<file path="src/rtl/booth_seq_divider.sv">
// Iterative signed restoring divider: 2W-bit dividend / W-bit divisor, one quotient bit per cycle.
// Sign-magnitude datapath; the result signs are applied in a final SIGN cycle.
module booth_seq_divider #(
  parameter int unsigned W = 8
) (
  input  logic             clk,
  input  logic             reset,
  input  logic             start,
  input  logic [2*W-1:0]   dividend,
  input  logic [W-1:0]     divisor,
  output logic [2*W-1:0]   quotient,
  output logic [W-1:0]     remainder,
  output logic             busy,
  output logic             done,
  output logic             div_by_zero,
  output logic             overflow
);

  localparam int unsigned CW = $clog2(2 * W);
  localparam logic [CW-1:0]  LAST_ITER = CW'(2 * W - 1);
  localparam logic [2*W-1:0] MIN_DVD   = {1'b1, {(2*W-1){1'b0}}};

  typedef enum logic [1:0] {
    S_IDLE,
    S_CALC,
    S_SIGN,
    S_DONE
  } state_t;

  state_t state, state_nxt;

  logic [2*W-1:0] dq;      // dividend magnitude shifting out, quotient bits shifting in
  logic [W:0]     dmag;
  logic [W-1:0]   prem;
  logic [CW-1:0]  cnt;
  logic           sign_q, sign_r, dz, ov;

  logic           ld, step, fin;
  logic [W:0]     shifted;
  logic           ge;
  logic [W-1:0]   prem_nxt;

  // State register
  always_ff @(posedge clk or posedge reset) begin
    if (reset) begin
      state <= S_IDLE;
    end else begin
      state <= state_nxt;
    end
  end

  // Next-state logic
  always_comb begin
    state_nxt = state;
    case (state)
      S_IDLE: if (start) state_nxt = S_CALC;
      S_CALC: if (cnt == LAST_ITER) state_nxt = S_SIGN;
      S_SIGN: state_nxt = S_DONE;
      S_DONE: state_nxt = S_IDLE;
      default: state_nxt = S_IDLE;
    endcase
  end

  // Control strobes decoded from the state
  always_comb begin
    ld   = 1'b0;
    step = 1'b0;
    fin  = 1'b0;
    case (state)
      S_IDLE: ld   = start;
      S_CALC: step = 1'b1;
      S_SIGN: fin  = 1'b1;
      default: ;
    endcase
  end

  // Restoring step: prem < dmag <= 2^W, so the shifted value fits W+1 bits and the
  // kept remainder always fits W bits.
  always_comb begin
    shifted  = {prem, dq[2*W-1]};
    ge       = (shifted >= dmag);
    prem_nxt = ge ? W'(shifted - dmag) : shifted[W-1:0];
  end

  always_ff @(posedge clk or posedge reset) begin
    if (reset) begin
      dq          <= '0;
      dmag        <= '0;
      prem        <= '0;
      cnt         <= '0;
      sign_q      <= 1'b0;
      sign_r      <= 1'b0;
      dz          <= 1'b0;
      ov          <= 1'b0;
      quotient    <= '0;
      remainder   <= '0;
      busy        <= 1'b0;
      done        <= 1'b0;
      div_by_zero <= 1'b0;
      overflow    <= 1'b0;
    end else begin
      done <= fin;

      if (ld) begin
        // Magnitudes taken one bit wider so the most-negative operands negate correctly
        dq     <= (2*W)'(dividend[2*W-1] ? -{dividend[2*W-1], dividend}
                                         :  {dividend[2*W-1], dividend});
        dmag   <= divisor[W-1] ? -{divisor[W-1], divisor} : {divisor[W-1], divisor};
        sign_q <= dividend[2*W-1] ^ divisor[W-1];
        sign_r <= dividend[2*W-1];
        dz     <= (divisor == '0);
        ov     <= (dividend == MIN_DVD) && (divisor == '1);
        prem   <= '0;
        cnt    <= '0;
        busy   <= 1'b1;
      end

      if (step) begin
        prem <= prem_nxt;
        dq   <= {dq[2*W-2:0], ge};
        cnt  <= cnt + CW'(1);
      end

      if (fin) begin
        quotient    <= dz ? '0 : (sign_q ? -dq : dq);
        remainder   <= dz ? '0 : (sign_r ? -prem : prem);
        div_by_zero <= dz;
        overflow    <= ov;
        busy        <= 1'b0;
      end
    end
  end

endmodule

</file>
<file path="config.mk">
export PLATFORM = sky130hd
export DESIGN_NAME = booth_seq_divider
export DESIGN_NICKNAME = d
export VERILOG_FILES = /design/src/rtl/booth_seq_divider.sv
export SDC_FILE = /design/constraint.sdc
export NUM_CORES = 1
export LEC_CHECK = 0
export CAP_MARGIN = 20
export CORE_AREA = 2 2 113 115
export CTS_CLUSTER_SIZE = 24
export DETAILED_ROUTE_END_ITERATION = 7
export DIE_AREA = 0 0 115 117
export PLACE_DENSITY = 0.59
export SYNTH_ARGS = -nofsm -noshare
export SYNTH_HDL_FRONTEND = slang
export SYNTH_SLANG_ARGS = --single-unit
</file>
<file path="constraint.sdc">
create_clock -name clk -period 3.3 [get_ports clk]
set_clock_uncertainty 0.05 [all_clocks]
set_input_delay 0.825 -clock clk [delete_from_list [all_inputs] [get_ports clk]]
set_output_delay 0.825 -clock clk [all_outputs]
set_load 0.02 [all_outputs]
</file>
==> metrics.md <==
| Metric | Value |
|---|---|
| Multi-input logic area | `2160 µm²` |
| Worst-path fanout max | `7` |
| Core area | `12300 µm²` |
| Total CTS buffers | `9` |
| Hold Crit Endpoint | `dmag[5]$_DFFE_PP0P_` |
| Chip width | `115 µm` |
| Vias per cell | `5.06` |
| Synth top cells by count | `71 x dfrtp_1, 68 x nand2_1, 48 x inv_1, 41 x o21ai_0, 30 x xor2_1` |
| Crit path kind | `primary input to flop` |
| Setup bufs post-CTS | `0` |
| Register area share after synthesis | `42.4%` |
| Design area | `5240 µm²` |
| I/O pin count | `55` |
| CTS root buf | `clkbuf_16` |
| Mean cell area of the mapped netlist | `8.91 µm²` |
| Bufs and invs on worst path | `1` |
| Pre-CTS WS | `0.358 ns` |
| Worst-margin pin slew | `0.805 ns` |
| Final HPWL DP | `7.25 mm` |
| First-pass GRT wire length | `16.4 mm` |
| Clock power share | `20.5%` |
| Setup_tns | `0 ns` |
| Fraction of layout cells with a size suffix above 1 | `7.37%` |
| DIE HEIGHT | `117 µm` |
| Nets | `571` |
| First drt pass iteration count | `4` |
| Wire per inst | `14.3 µm` |
| Worst vdd ir | `350 µV` |
| Vias in the first global route | `3295` |
| Post-synth top area share | `42.4%` |
| Drt drc | `0` |
| Gate Count Post-Synth | `471` |
| LEAKAGE | `0.00228 µW` |
| 1st-iter DRT viols | `185` |
| PostCTS Resize Cnt | `0` |
| Antenna Violating Nets Remaining | `0` |
| Crit path DAT | `2.83 ns` |
| Final hold viol count | `0` |
| Final setup fails | `0` |
| Final core utilization | `42.6%` |
| Mapped Nets | `518` |
| Global Route Usage Sum | `15.3%` |
| Cell variety after synth | `39` |
| Synthesized area | `4200 µm²` |
| Comb power frac | `48.6%` |
| N_diodes | `0` |
| Hold wc startpoint | `dmag[5]$_DFFE_PP0P_` |
| Sequential cell area | `1780 µm²` |
| IO buf count | `54` |
| Largest net degree at the start of global routing | `55` |
| Max stage delay on crit path | `0.63 ns` |
| DRT Wirelength | `9.72 mm` |
| Most common cell in the synthesized netlist | `dfrtp_1` |
| Slew Viols, Final | `0` |
| Max-cap viol count | `0` |
| Area contributors post-synth | `dfrtp_1 42%, xor2_1 6.3%, nand2_1 6.1%` |
| Maximum buffer depth of the clock tree | `2` |
| Die area | `13500 µm²` |
| Internal power | `3050 µW` |
| Hold buffer count at CTS | `0` |
| Post-synth EDFFs | `0` |
| Critical path capture point type | `flop` |
| CTS tree | `built` |
| Asr flop ratio synth | `100%` |
| Critical Path, Cell by Cell | `clkdlybuf4s50_1, nor3_1, nand2_1, o41ai_1, xnor2_1, mux2i_1, o21ai_0` |
| Area added between synthesis and finish | `24.9%` |
| Placement Cell Area | `4920 µm²` |
| Hold path depth | `2` |
| Total power divided by cell area | `987 nW/µm²` |
| Final Cycle Share | `79.7%` |
| Clk pin slew, worst setup/hold paths | `0.06 ns` |
| Tmin final | `2.63 ns` |
| Status | `finished clean` |
| Filler cell count | `1241` |
| Via count | `3437` |
| Row cnt | `41` |
| Worst r2r path cells | `10` |
| Grt ovf | `0` |
| Hold crit path type | `flop to flop` |
| Worst Setup Slack, final | `0.671 ns` |
| Cell family with most CP delay | `simple AND/OR/NAND/NOR gates` |
| Yosys reg bits | `71` |
| Antenna violations before repair | `0` |
| Switching power | `2120 µW` |
| Clock sinks | `71` |
| Starting density of the core | `34.1%` |
| R2R Path End | `prem[6]$_DFFE_PP0P_` |
| RePlAce Congestion | `0.769` |
| Slowest cell on crit path | `nor3_1` |
| Critical Path RT | `3.51 ns` |
| Fmax | `0.380 GHz` |
| Worst reg2reg setup slack | `0.92 ns` |
| Synth Flop Type | `dfrtp_1` |
| Worst-skew pair later-pin latency | `0.33 ns` |
| Max_slew headroom | `46.3%` |
| Switch share | `41.1%` |
| Startpoint Class | `primary input` |
| Synth area leader | `dfrtp_1` |
| Sequential share of power | `30.9%` |
| Unrepaired setup endpoints after global routing | `no` |
| H-tree depth | `3` |
| Yosys warnings | `0` |
| Reg2reg start | `dq[15]$_DFFE_PP0P_` |
-- sequential cells by signal (all words and copies together), names as in the netlist --
name / flops
dq: 16
quotient: 16
dmag: 9
prem: 8
remainder: 8
cnt: 4
state: 2
busy: 1
div_by_zero: 1
done: 1
dz: 1
ov: 1
overflow: 1
sign_q: 1
sign_r: 1
-- worst reg2reg max path, stage by stage, from the launching register on --
cell and delay, ns:
dfrtp_1 0.38, inv_1 0.12, ha_1 0.19, inv_1 0.06, fa_1 0.40, a21o_1 0.17, a21oi_1 0.22, o21bai_1 0.10
a21oi_1 0.20, xor2_1 0.19, o221ai_1 0.15
-- how the worst max path moves through the flow --
stage | startpoint | end | slack, ns | cells past startpoint
floorplan | reset | busy$_DFFE_PP0P_ | 0.63 | 1
global placement | dividend[3] | dq[14]$_DFFE_PP0P_ | 0.40 | 6
detailed placement | dividend[3] | dq[14]$_DFFE_PP0P_ | 0.36 | 6
CTS | dividend[3] | dq[14]$_DFFE_PP0P_ | 0.72 | 6
global route | dividend[2] | dq[14]$_DFFE_PP0P_ | 0.50 | 6
finish | dividend[3] | dq[8]$_DFFE_PP0P_ | 0.67 | 7
-- routing by layer --
| layer | GRT usage, % | up-vias | routed length, µm |
|---|---|---|---|
| li1 | - | 1727 | - |
| met1 | 22.9 | 1633 | 5100 |
| met2 | 22.7 | 64 | 4160 |
| met3 | 1.70 | 13 | 270 |
| met4 | 6.27 | 0 | 186 |
| met5 | 0 | - | 0 |
-- layout by cell type, fill, tap and decap left out, types with 2 or more instances in the layout --
cell / count
a211oi_1: 3
a21o_1: 3
a21oi_1: 17
buf_4: 10
bufinv_16: 2
clkbuf_16: 9
clkdlybuf4s50_1: 54
dfrtp_1: 71
ha_1: 19
inv_1: 47
mux2_2: 6
mux2i_1: 13
nand2_1: 68
nand2b_1: 4
nand3_1: 4
nand3b_1: 2
nand4_1: 6
nor2_1: 23
nor2b_1: 7
nor3_1: 6
nor4_1: 3
o21ai_0: 41
o21bai_1: 4
o221ai_1: 5
o22ai_1: 24
o31ai_1: 8
o41ai_1: 3
or2_2: 2
or3_1: 4
or4_4: 2
xnor2_1: 14
xor2_1: 30
-- cells by family after synthesis --
| logic type | count (synthesis) | synth area share (%) |
|---|---|---|
| and+or+nand+nor | 133 | 14.6 |
| AOI/OAI and AO/OA | 114 | 16.8 |
| DFF | 71 | 42.4 |
| buffers and inverters | 70 | 6.26 |
| xor gates and xnor gates | 44 | 9.19 |
| adders and majority gates | 20 | 6.14 |
| muxes | 19 | 4.71 |
-- stage by stage --
| step | power (µW) | hold WS [ns] | cells |
|---|---|---|---|
| floorplan | 3330 | 0.394 | 471 |
| global placement | 4030 | 0.415 | 663 |
| detailed placement | 4130 | 0.429 | 663 |
| CTS | 5210 | 0.441 | 679 |
| global route | 5600 | 0.456 | 679 |
| finish | 5170 | 0.435 | 679 |
-- power groups by stage --
stage / clock (µW) / sequential, µW / combinational [µW]
finish: 1060 / 1600 / 2510
global placement: 0 / 1600 / 2440
detailed placement: 0 / 1610 / 2510
CTS: 1080 / 1600 / 2530
floorplan: 0 / 1650 / 1670
global route: 1100 / 1660 / 2840
-- cell type report --
| class | instances | area share, % |
|---|---|---|
| Tap cell | 150 | 3.58 |
| Sequential cell | 71 | 33.9 |
| Timing Repair Buffer | 64 | 11.7 |
| Clock inverter | 5 | 1.55 |
| Inverter | 48 | 3.44 |
| Multi-Input combinational cell | 330 | 41.1 |
| Clock buffer | 11 | 4.63 |
Note: power is estimated with default switching activity, not from simulation.
